$ cat config.mk
export PLATFORM = sky130hd
export DESIGN_NAME = spi_flash_responder_flat
export DESIGN_NICKNAME = d
export VERILOG_FILES = /design/src/rtl/spi_flash_responder_if.sv /design/src/rtl/spi_flash_responder.sv /design/src/flat_wrapper.sv
export SDC_FILE = /design/constraint.sdc
export NUM_CORES = 1
export LEC_CHECK = 0
export BUFFER_PORTS_ARGS = -buffer_cell sky130_fd_sc_hd__buf_2
export CAP_MARGIN = 20
export CORE_MARGIN = 1.5
export CORE_UTILIZATION = 58
export CTS_CLUSTER_DIAMETER = 40
export DETAILED_ROUTE_END_ITERATION = 10
export GPL_ROUTABILITY_DRIVEN = 1
export PLACE_DENSITY = 0.79
export SYNTH_ARGS = -nofsm -noshare
export SYNTH_HDL_FRONTEND = slang
export SYNTH_SLANG_ARGS = --single-unit
$ cat constraint.sdc
create_clock -name clk32_i -period 2.2 [get_ports clk32_i]
set_input_delay 0.33 -clock clk32_i [delete_from_list [all_inputs] [get_ports clk32_i]]
set_output_delay 0.33 -clock clk32_i [all_outputs]
set_load 0.03 [all_outputs]
$ cat src/rtl/spi_flash_responder_if.sv
// Bus bundle for spi_flash_responder: the SPI pins on the device side plus the byte-wide memory read port.
// The slave modport is the responder; the master modport is the SoC SPI master and the memory together.
interface spi_flash_responder_if #(
  parameter int ADDR_W = 24
);
  logic              spi_sck_i;
  logic              spi_cs_i;
  logic              spi_mosi_i;
  logic              spi_miso_o;
  logic              spi_miso_oe_o;
  logic [ADDR_W-1:0] mem_addr_o;
  logic              mem_rd_o;
  logic [7:0]        mem_data_i;
  logic              mem_ack_i;
  logic              underrun_o;

  modport slave (
    input  spi_sck_i, spi_cs_i, spi_mosi_i, mem_data_i, mem_ack_i,
    output spi_miso_o, spi_miso_oe_o, mem_addr_o, mem_rd_o, underrun_o
  );

  modport master (
    output spi_sck_i, spi_cs_i, spi_mosi_i, mem_data_i, mem_ack_i,
    input  spi_miso_o, spi_miso_oe_o, mem_addr_o, mem_rd_o, underrun_o
  );
endinterface

$ cat src/rtl/spi_flash_responder.sv
// SPI mode-0 serial NOR flash emulator (READ 0x03, RDID 0x9F, RDSR 0x05) backed by a byte-wide memory port.
// Define SPI_FLASH_RESPONDER_FAST_READ_EN to also accept FAST_READ (0x0B) with 8 dummy clocks.
module spi_flash_responder #(
  parameter int          ADDR_W   = 24,
  parameter logic [23:0] JEDEC_ID = 24'hEF4016
) (
  input logic                  clk32_i,
  input logic                  rst,
  spi_flash_responder_if.slave bus
);

  typedef enum logic [2:0] {
    ST_IDLE, ST_CMD, ST_ADDR, ST_ID, ST_STATUS, ST_IGNORE, ST_DATA, ST_DUMMY
  } state_t;

  state_t      state_q, state_d;
  logic [1:0]  sck_sync_q, cs_sync_q, mosi_sync_q;
  logic        sck_prev_q, rise_q, fall_q;
  logic [2:0]  bit_cnt_q;
  logic [1:0]  byte_cnt_q;
  logic [6:0]  shift_q;
  logic [23:0] addr_q;
  logic [7:0]  tx_q, hold_q;
  logic        hold_valid_q, mem_rd_q, miso_q, underrun_q;
`ifdef SPI_FLASH_RESPONDER_FAST_READ_EN
  logic        fast_q;
`endif

  logic       cs_high, mosi_bit, last_addr_bit;
  logic [7:0] mosi_byte;

  assign cs_high       = cs_sync_q[1];
  assign mosi_bit      = mosi_sync_q[1];
  assign mosi_byte     = {shift_q, mosi_bit};
  assign last_addr_bit = (state_q == ST_ADDR) && (byte_cnt_q == 2'd2) && (bit_cnt_q == 3'd7);

  // Edge pulses are registered, so SPI-side work happens 3 cycles after the pin edge.
  always_ff @(posedge clk32_i or posedge rst) begin
    if (rst) begin
      sck_sync_q  <= 2'b00;
      cs_sync_q   <= 2'b11;
      mosi_sync_q <= 2'b00;
      sck_prev_q  <= 1'b0;
      rise_q      <= 1'b0;
      fall_q      <= 1'b0;
    end else begin
      // NOTE: non-blocking assignments let every flop sample the pre-edge value, forming a real shift chain.
      sck_sync_q  <= {sck_sync_q[0], bus.spi_sck_i};
      cs_sync_q   <= {cs_sync_q[0], bus.spi_cs_i};
      mosi_sync_q <= {mosi_sync_q[0], bus.spi_mosi_i};
      sck_prev_q  <= sck_sync_q[1];
      rise_q      <= sck_sync_q[1] & ~sck_prev_q;
      fall_q      <= ~sck_sync_q[1] & sck_prev_q;
    end
  end

  always_ff @(posedge clk32_i or posedge rst) begin
    if (rst) state_q <= ST_IDLE;
    else     state_q <= state_d;
  end

  always_comb begin
    // NOTE: default first so every path assigns state_d and no latch is inferred.
    state_d = state_q;
    if (cs_high) begin
      state_d = ST_IDLE;
    end else begin
      case (state_q)
        ST_IDLE: state_d = ST_CMD;
        ST_CMD:
          if (rise_q && bit_cnt_q == 3'd7) begin
            case (mosi_byte)
              8'h03:   state_d = ST_ADDR;
              8'h9F:   state_d = ST_ID;
              8'h05:   state_d = ST_STATUS;
`ifdef SPI_FLASH_RESPONDER_FAST_READ_EN
              8'h0B:   state_d = ST_ADDR;
`endif
              default: state_d = ST_IGNORE;
            endcase
          end
        ST_ADDR:
          if (rise_q && last_addr_bit) begin
`ifdef SPI_FLASH_RESPONDER_FAST_READ_EN
            state_d = fast_q ? ST_DUMMY : ST_DATA;
`else
            state_d = ST_DATA;
`endif
          end
        ST_DUMMY: if (rise_q && bit_cnt_q == 3'd7) state_d = ST_DATA;
        default: ;
      endcase
    end
  end

  always_ff @(posedge clk32_i or posedge rst) begin
    if (rst) begin
      bit_cnt_q    <= 3'd0;
      byte_cnt_q   <= 2'd0;
      shift_q      <= 7'd0;
      addr_q       <= 24'd0;
      tx_q         <= 8'd0;
      hold_q       <= 8'd0;
      hold_valid_q <= 1'b0;
      mem_rd_q     <= 1'b0;
      miso_q       <= 1'b0;
      underrun_q   <= 1'b0;
`ifdef SPI_FLASH_RESPONDER_FAST_READ_EN
      fast_q       <= 1'b0;
`endif
    end else begin
      underrun_q <= 1'b0;
      if (cs_high) begin
        // Deselect abandons any request in flight; a late ack is simply not looked at.
        bit_cnt_q    <= 3'd0;
        byte_cnt_q   <= 2'd0;
        tx_q         <= 8'd0;
        hold_valid_q <= 1'b0;
        mem_rd_q     <= 1'b0;
        miso_q       <= 1'b0;
      end else begin
        if (mem_rd_q && bus.mem_ack_i) begin
          hold_q       <= bus.mem_data_i;
          hold_valid_q <= 1'b1;
          mem_rd_q     <= 1'b0;
        end
        if (rise_q) begin
          shift_q   <= mosi_byte[6:0];
          bit_cnt_q <= bit_cnt_q + 3'd1;
          if (state_q == ST_CMD && bit_cnt_q == 3'd7) begin
            byte_cnt_q <= 2'd0;
`ifdef SPI_FLASH_RESPONDER_FAST_READ_EN
            fast_q     <= (mosi_byte == 8'h0B);
`endif
          end
          if (state_q == ST_ADDR) begin
            addr_q <= {addr_q[22:0], mosi_bit};
            if (bit_cnt_q == 3'd7) byte_cnt_q <= byte_cnt_q + 2'd1;
            if (last_addr_bit) begin
              mem_rd_q   <= 1'b1;
              byte_cnt_q <= 2'd0;
            end
          end
        end
        if (fall_q) begin
          if (bit_cnt_q == 3'd0) begin
            case (state_q)
              ST_ID: begin
                case (byte_cnt_q)
                  2'd0:    {miso_q, tx_q} <= {JEDEC_ID[23:16], 1'b0};
                  2'd1:    {miso_q, tx_q} <= {JEDEC_ID[15:8], 1'b0};
                  default: {miso_q, tx_q} <= {JEDEC_ID[7:0], 1'b0};
                endcase
                byte_cnt_q <= (byte_cnt_q == 2'd2) ? 2'd0 : byte_cnt_q + 2'd1;
              end
              ST_DATA: begin
                if (hold_valid_q) begin
                  {miso_q, tx_q} <= {hold_q, 1'b0};
                end else begin
                  {miso_q, tx_q} <= {8'hFF, 1'b0};
                  underrun_q     <= 1'b1;
                end
                // Prefetch the next byte; the 24-bit address wraps naturally.
                hold_valid_q <= 1'b0;
                addr_q       <= addr_q + 24'd1;
                mem_rd_q     <= 1'b1;
              end
              default: {miso_q, tx_q} <= 9'd0;
            endcase
          end else begin
            miso_q <= tx_q[7];
            tx_q   <= {tx_q[6:0], 1'b0};
          end
        end
      end
    end
  end

  assign bus.spi_miso_o    = miso_q;
  assign bus.spi_miso_oe_o = ~cs_high;
  assign bus.mem_addr_o    = ADDR_W'(addr_q);
  assign bus.mem_rd_o      = mem_rd_q;
  assign bus.underrun_o    = underrun_q;

endmodule
$ cat src/flat_wrapper.sv
// flat-port wrapper written by rule: the top's interface ports become plain ports
module spi_flash_responder_flat 
#(
  parameter int          ADDR_W   = 24,
  parameter logic [23:0] JEDEC_ID = 24'hEF4016
)
  (clk32_i, rst, bus_spi_sck_i, bus_spi_cs_i, bus_spi_mosi_i, bus_mem_data_i, bus_mem_ack_i, bus_spi_miso_o, bus_spi_miso_oe_o, bus_mem_addr_o, bus_mem_rd_o, bus_underrun_o);
  spi_flash_responder_if #(.ADDR_W(ADDR_W)) bus_i ();
  input logic clk32_i;
  input logic rst;
  input wire logic [$bits(bus_i.spi_sck_i)-1:0] bus_spi_sck_i;
  input wire logic [$bits(bus_i.spi_cs_i)-1:0] bus_spi_cs_i;
  input wire logic [$bits(bus_i.spi_mosi_i)-1:0] bus_spi_mosi_i;
  input wire logic [$bits(bus_i.mem_data_i)-1:0] bus_mem_data_i;
  input wire logic [$bits(bus_i.mem_ack_i)-1:0] bus_mem_ack_i;
  output wire logic [$bits(bus_i.spi_miso_o)-1:0] bus_spi_miso_o;
  output wire logic [$bits(bus_i.spi_miso_oe_o)-1:0] bus_spi_miso_oe_o;
  output wire logic [$bits(bus_i.mem_addr_o)-1:0] bus_mem_addr_o;
  output wire logic [$bits(bus_i.mem_rd_o)-1:0] bus_mem_rd_o;
  output wire logic [$bits(bus_i.underrun_o)-1:0] bus_underrun_o;
  assign bus_i.spi_sck_i = bus_spi_sck_i;
  assign bus_i.spi_cs_i = bus_spi_cs_i;
  assign bus_i.spi_mosi_i = bus_spi_mosi_i;
  assign bus_i.mem_data_i = bus_mem_data_i;
  assign bus_i.mem_ack_i = bus_mem_ack_i;
  assign bus_spi_miso_o = bus_i.spi_miso_o;
  assign bus_spi_miso_oe_o = bus_i.spi_miso_oe_o;
  assign bus_mem_addr_o = bus_i.mem_addr_o;
  assign bus_mem_rd_o = bus_i.mem_rd_o;
  assign bus_underrun_o = bus_i.underrun_o;
  spi_flash_responder #(.ADDR_W(ADDR_W), .JEDEC_ID(JEDEC_ID)) u_core (.clk32_i(clk32_i), .rst(rst), .bus(bus_i));
endmodule
# Word level (Yosys, flattened, before mapping)
# Cells that the tools add are included.
# Widths: inputs -> output; s select.
[classes]
mux = 53
bitwise = 5
n_eq_ne = 14
reduce_logical = 15
n_addsub = 3
[ops]
columns = ["op", "n"]
rows = [
  ["$mux 24", 5],
  ["$mux 8", 4],
  ["$pmux 8 s2", 2],
  ["$add 24x1->24 const B", 1],
  ["$mux 1", 23],
  ["$mux 2", 10],
  ["$mux 3", 6],
  ["$pmux 3 s4", 1],
  ["$eq 3x3->1 const B", 3],
  ["$pmux 3 s3", 1],
  ["$eq 8x2->1 const B", 1],
  ["$eq 8x3->1 const B", 1],
  ["$eq 8x8->1 const B", 1],
  ["$eq 3x2->1 const B", 2],
  ["$logic_and 1x1->1", 6],
  ["$logic_not 3->1", 2],
  ["$ne 3x1->1 const B", 2],
  ["$reduce_bool 5->1", 1],
  ["$reduce_and 2->1", 2],
  ["$reduce_and 4->1", 1],
  ["$reduce_bool 2->1", 2],
  ["$add 3x1->3 const B", 1],
  ["$eq 3x1->1 const B", 1],
  ["$ne 3x2->1 const B", 1],
  ["other kinds (7)", 10],
]
[word_totals]
out_inout_bits = 28
ff_bits = 68
elab_cells = 107

# Depth between registers and ports, before layout
[depth]
ltp_word = 11
mapped_depth = 9

# Least setup slack after synthesis
# No wires, ideal clock.
[synth_path]
path_type = "flip-flop to flip-flop"
startpoint = "register u_core.addr_q[12], in the netlist u_core.bus.mem_addr_o[12]"
endpoint = "register u_core.addr_q[17], in the netlist u_core.bus.mem_addr_o[17]"
path_buffers = 0
stages_incl_launch_ff = 6
t_arrival_ps = 1751
setup_time_ps = 131
slack_ps = 318
path_cell_list = "dfrtp_1 nand4_1 nor2_1 nand4_1 and3_1 or3_1"
[synth_via]
elab_chain_len = 4
[synth_lines]
columns = ["item", "line", "rtl"]
rows = [
  ["start, declared", "spi_flash_responder.sv:22", "logic [23:0] addr_q;"],
  ["start signal, assigned", "spi_flash_responder.sv:137", "addr_q <= {addr_q[22:0], mosi_bit};"],
  ["start signal, assigned", "spi_flash_responder.sv:165", "addr_q <= addr_q + 24'd1;"],
  ["$add 24x1->24", "spi_flash_responder.sv:165", ""],
  ["$mux 24", "spi_flash_responder.sv:147", "case (state_q)"],
  ["$mux 24", "spi_flash_responder.sv:146", "if (bit_cnt_q == 3'd0) begin"],
  ["$mux 24", "spi_flash_responder.sv:145", "if (fall_q) begin"],
]
# Every way passes these cells.
# A chain may end at the register's enable or synchronous reset.

# Final worst setup path
[layout_path]
startpoint = "register u_core.bit_cnt_q[0]"
endpoint = "register u_core.addr_q[2], in the netlist u_core.bus.mem_addr_o[2]"
[layout_via]
elab_chain_len = 3
[layout_lines]
columns = ["item", "line", "rtl"]
rows = [
  ["start, declared", "spi_flash_responder.sv:19", "logic [2:0] bit_cnt_q;"],
  ["start signal, assigned", "spi_flash_responder.sv:129", "bit_cnt_q <= bit_cnt_q + 3'd1;"],
  ["$logic_not 3->1", "spi_flash_responder.sv:146", ""],
  ["$mux 24", "spi_flash_responder.sv:146", ""],
  ["$mux 24", "spi_flash_responder.sv:145", ""],
]
# Every way passes these cells.

==> out/metrics.csv <==
stage,metric,value,unit
status,status,"finished, final reports clean",
synthesis,post-synthesis sequential area ratio,0.472,
timing,Fin Setup TNS,0,ps
synthesis,number of synthesized flops with an enable pin,0,
cts,number of setup buffers added after CTS,0,
timing,f_max,0.493,GHz
cts,TritonCTS clock tree,built,
synthesis,Syn Inst Count,360,
detailed_routing,Vias/cell,6.13,
power,power per standard cell area,637,nW/um^2
detailed_routing,Detailed Routing Iterations Pass 1,5,
finish,Area Growth Syn to Fin,16.2,%
floorplanning,core area,5920,sq um
timing,worst slew pin tran,677,ps
global_routing,Overflow after GRT,0,
finish,footprint of the multi-input gates,1730,sq um
cts,TritonCTS buffer count,9,
floorplanning,row count,28,
synthesis,cell area after synthesis,3560,sq um
finish,cell area after layout,4130,sq um
floorplanning,die extent in y,81.3,um
floorplanning,DIE AREA,6610,sq um
synthesis,Post-Syn Nets,383,
power,peak supply drop,0.000430,V
cts,Clock transition at path regs,70,ps
floorplanning,Die Width,81.3,um
worst_setup_path,CP max stage cell,or2_2,
detailed_routing,DR vias,3008,
timing,Final min period,2030,ps
cts,Clock Path Buffers,2,
synthesis,#FFs+latches synth,67,
synthesis,prevailing post-synth register cell,dfrtp_1,
global_routing,pin count of the biggest net entering global routing,32,
place,Post-Place Cell Area,3930,sq um
place,number of buffers added on ports,41,
worst_setup_path,Setup crit end,u_core.bus.mem_addr_o[2],
worst_setup_path,reg2reg path depth,7,
finish,nets,435,
cts,CTS root buf,clkbuf_8,
timing,slew margin rel.,0.548,
global_routing,total global-route track usage,0.264,
timing,clk_skew,2.66,ps
place,gpl congestion,0.863,
place,Placed Instances,476,
finish,Antenna Cells,0,
synthesis,synth warn,0,
timing,Final setup violation count,0,
min_path,HP Class,in -> async,
detailed_routing,Iteration-0 DRC Markers,219,
worst_setup_path,RR Startpoint,u_core.bit_cnt_q[0],
worst_setup_path,CP cell instances,inv_1 > ha_1 > nand3b_1 > or2_2 > a21oi_4 > o21ai_0 > a22oi_1,
timing,Final Hold Violating Endpoints,0,
cts,Clock Sinks,67,
detailed_routing,DRC violations left,0,
finish,FF+latch area,1680,sq um
global_routing,number of global-route vias before repair,2710,
worst_setup_path,critical path launch point,u_core.bit_cnt_q[0],
detailed_routing,post-route antenna net violation count,0,
global_routing,antenna violations before repair,0,
worst_setup_path,"Data required, critical path",2460,ps
synthesis,Yosys cell types,66,
detailed_routing,"wirelength, routed",7.98,mm
worst_setup_path,crit path DAT,2290,ps
job,max_cap viols,0,
worst_setup_path,CP peak stage delay,500,ps
synthesis,Async SR Flop Fraction,1.00,
finish,Fillers,472,
global_routing,first-pass GRT wire length,13.0,mm
worst_setup_path,CP Class,reg -> reg,
detailed_routing,WL per Instance,16.3,um
timing,unrepaired setup endpoints after global routing,false,
cts,H-tree levels,3,
power,P_leak,1.91,nW
worst_setup_path,"setup slack, reg-to-reg",170,ps
timing,final worst-path cycle share,0.923,
timing,Slew Limit Fails,0,
power,overall power,2.63,mW
place,dpl hpwl,5.65,mm
floorplanning,Initial Util,0.601,
finish,post-route insts no fill,491,
worst_setup_path,CP Launch Type,flip-flop,
synthesis,Syn Area/Cell,9.88,sq um
finish,share of post-route cells with drive strength above 1,0.260,
cts,"Clk Latency, worst-skew pair",350,ps
worst_setup_path,reg2reg end,u_core.bus.mem_addr_o[2],
worst_setup_path,CP Max Fanout,17,
floorplanning,I/O pin count,42,
worst_setup_path,Setup crit end kind,flip-flop,
critical path, delay by kind of cell, from the launching register on:
family	cells	cell delay, ps
and+or+nand+nor	2	690
buffers and inverters	1	70
adders and majority gates	1	150
AOI/OAI and AO/OA	3	630
DFF	1	410
cell usage after synthesis, types with 9 or more instances:
cell      instances  share of area
a21oi_1          33          0.046
a31oi_1          12          0.021
clkbuf_1         10          0.011
dfrtp_1          65           0.46
ha_1              9          0.032
inv_1            15          0.016
mux2_2           15          0.047
nand2_1          21          0.022
nand3_1          10          0.014
nor2_1           26          0.027
nor2b_1           9          0.016
nor3_1           10          0.014
o21ai_0          14          0.020
cells in the final DEF, fill, tap and decap left out, types with 2 or more instances in the layout:
master / count
a22oi_1: 2
nor2b_1: 9
a311oi_1: 2
o22a_1: 3
nand4_1: 7
o221ai_1: 7
o21bai_1: 2
clkbuf_8: 11
o211ai_1: 2
mux2i_1: 2
nand2_1: 21
nor4_1: 5
a21o_1: 2
nand3_1: 10
nor3b_1: 2
inv_1: 14
buf_4: 20
or2_2: 4
nand4b_1: 2
nand2b_1: 8
dfrtp_1: 65
nor2_1: 26
clkinvlp_4: 2
o21ai_0: 14
a21oi_1: 33
xnor2_1: 2
a211oi_1: 4
dfstp_2: 2
buf_2: 41
or3_1: 2
o22ai_1: 3
ha_1: 9
mux2_2: 15
and3_1: 4
nand3b_1: 2
o32a_1: 3
a2bb2oi_1: 2
nor3_1: 10
a31oi_1: 12
how the worst min path moves through the flow:
stage,to,slack [ps]
final,u_core.bus.mem_addr_o[12],80
after global routing,u_core.cs_sync_q[0],70
after CTS,u_core.cs_sync_q[0],60
after detailed placement,u_core.sck_sync_q[1],340
after global placement,u_core.mosi_sync_q[1],330
after floorplan,u_core.mosi_sync_q[1],330
metrics by stage:
stage / worst slack (ps) / hold WS, ps / util
floorplan: 190 / 331 / -
global placement: 212 / 331 / 0.664
detailed placement: 131 / 336 / 0.664
CTS: 95.0 / 64.6 / 0.698
global route: 33.4 / 73.8 / 0.698
finish: 170 / 79.0 / 0.698
power breakdown:
| group | internal [mW] | switching (mW) | total (mW) |
|---|---|---|---|
| logic | 0.110 | 0.111 | 0.221 |
| registers | 1.31 | 0.0683 | 1.38 |
| clock network | 0.576 | 0.455 | 1.03 |
registers in the layout (all words and copies together) (netlist names), 3 cells and up:
name                   count
u_core.shift_q             7
u_core.tx_q                7
u_core.bus.mem_addr_o     24
u_core.state_q             3
u_core.hold_q              8
u_core.bit_cnt_q           3
layer usage:
layer,vias up,global-route usage,share of wire
met5,-,0,0
met1,1449,0.376,0.44
met4,0,0.133,0.018
li1,1441,-,-
met3,12,0.0382,0.064
met2,106,0.389,0.47
cell families (layout without fill, tap and decap cells):
group	count (synthesis)	after routing	share of synthesized area
compound gates	104	104	0.195
xor+xnor	2	2	0.00493
fa+ha+maj	9	9	0.0317
buf+inv	36	92	0.0422
flops	67	67	0.472
mux	17	17	0.0531
simple gates	125	125	0.201
area by class of cell:
cell class | instances | area share
multi-input combinational | 257 | 0.418
sequential | 67 | 0.406
timing repair buffer | 62 | 0.0908
clock buffer | 11 | 0.0366
tap | 75 | 0.0227
inverter | 15 | 0.0136
clock inverter | 4 | 0.0121
what timing repair did:
| action | in CTS | in global routing |
|---|---|---|
| gates resized for setup | 0 | 1 |
| endpoints found under the hold margin | 0 | 0 |
| endpoints found under the setup margin | 0 | 4 |
| hold buffers | 0 | 0 |
Note: power is estimated with default switching activity, not from simulation.
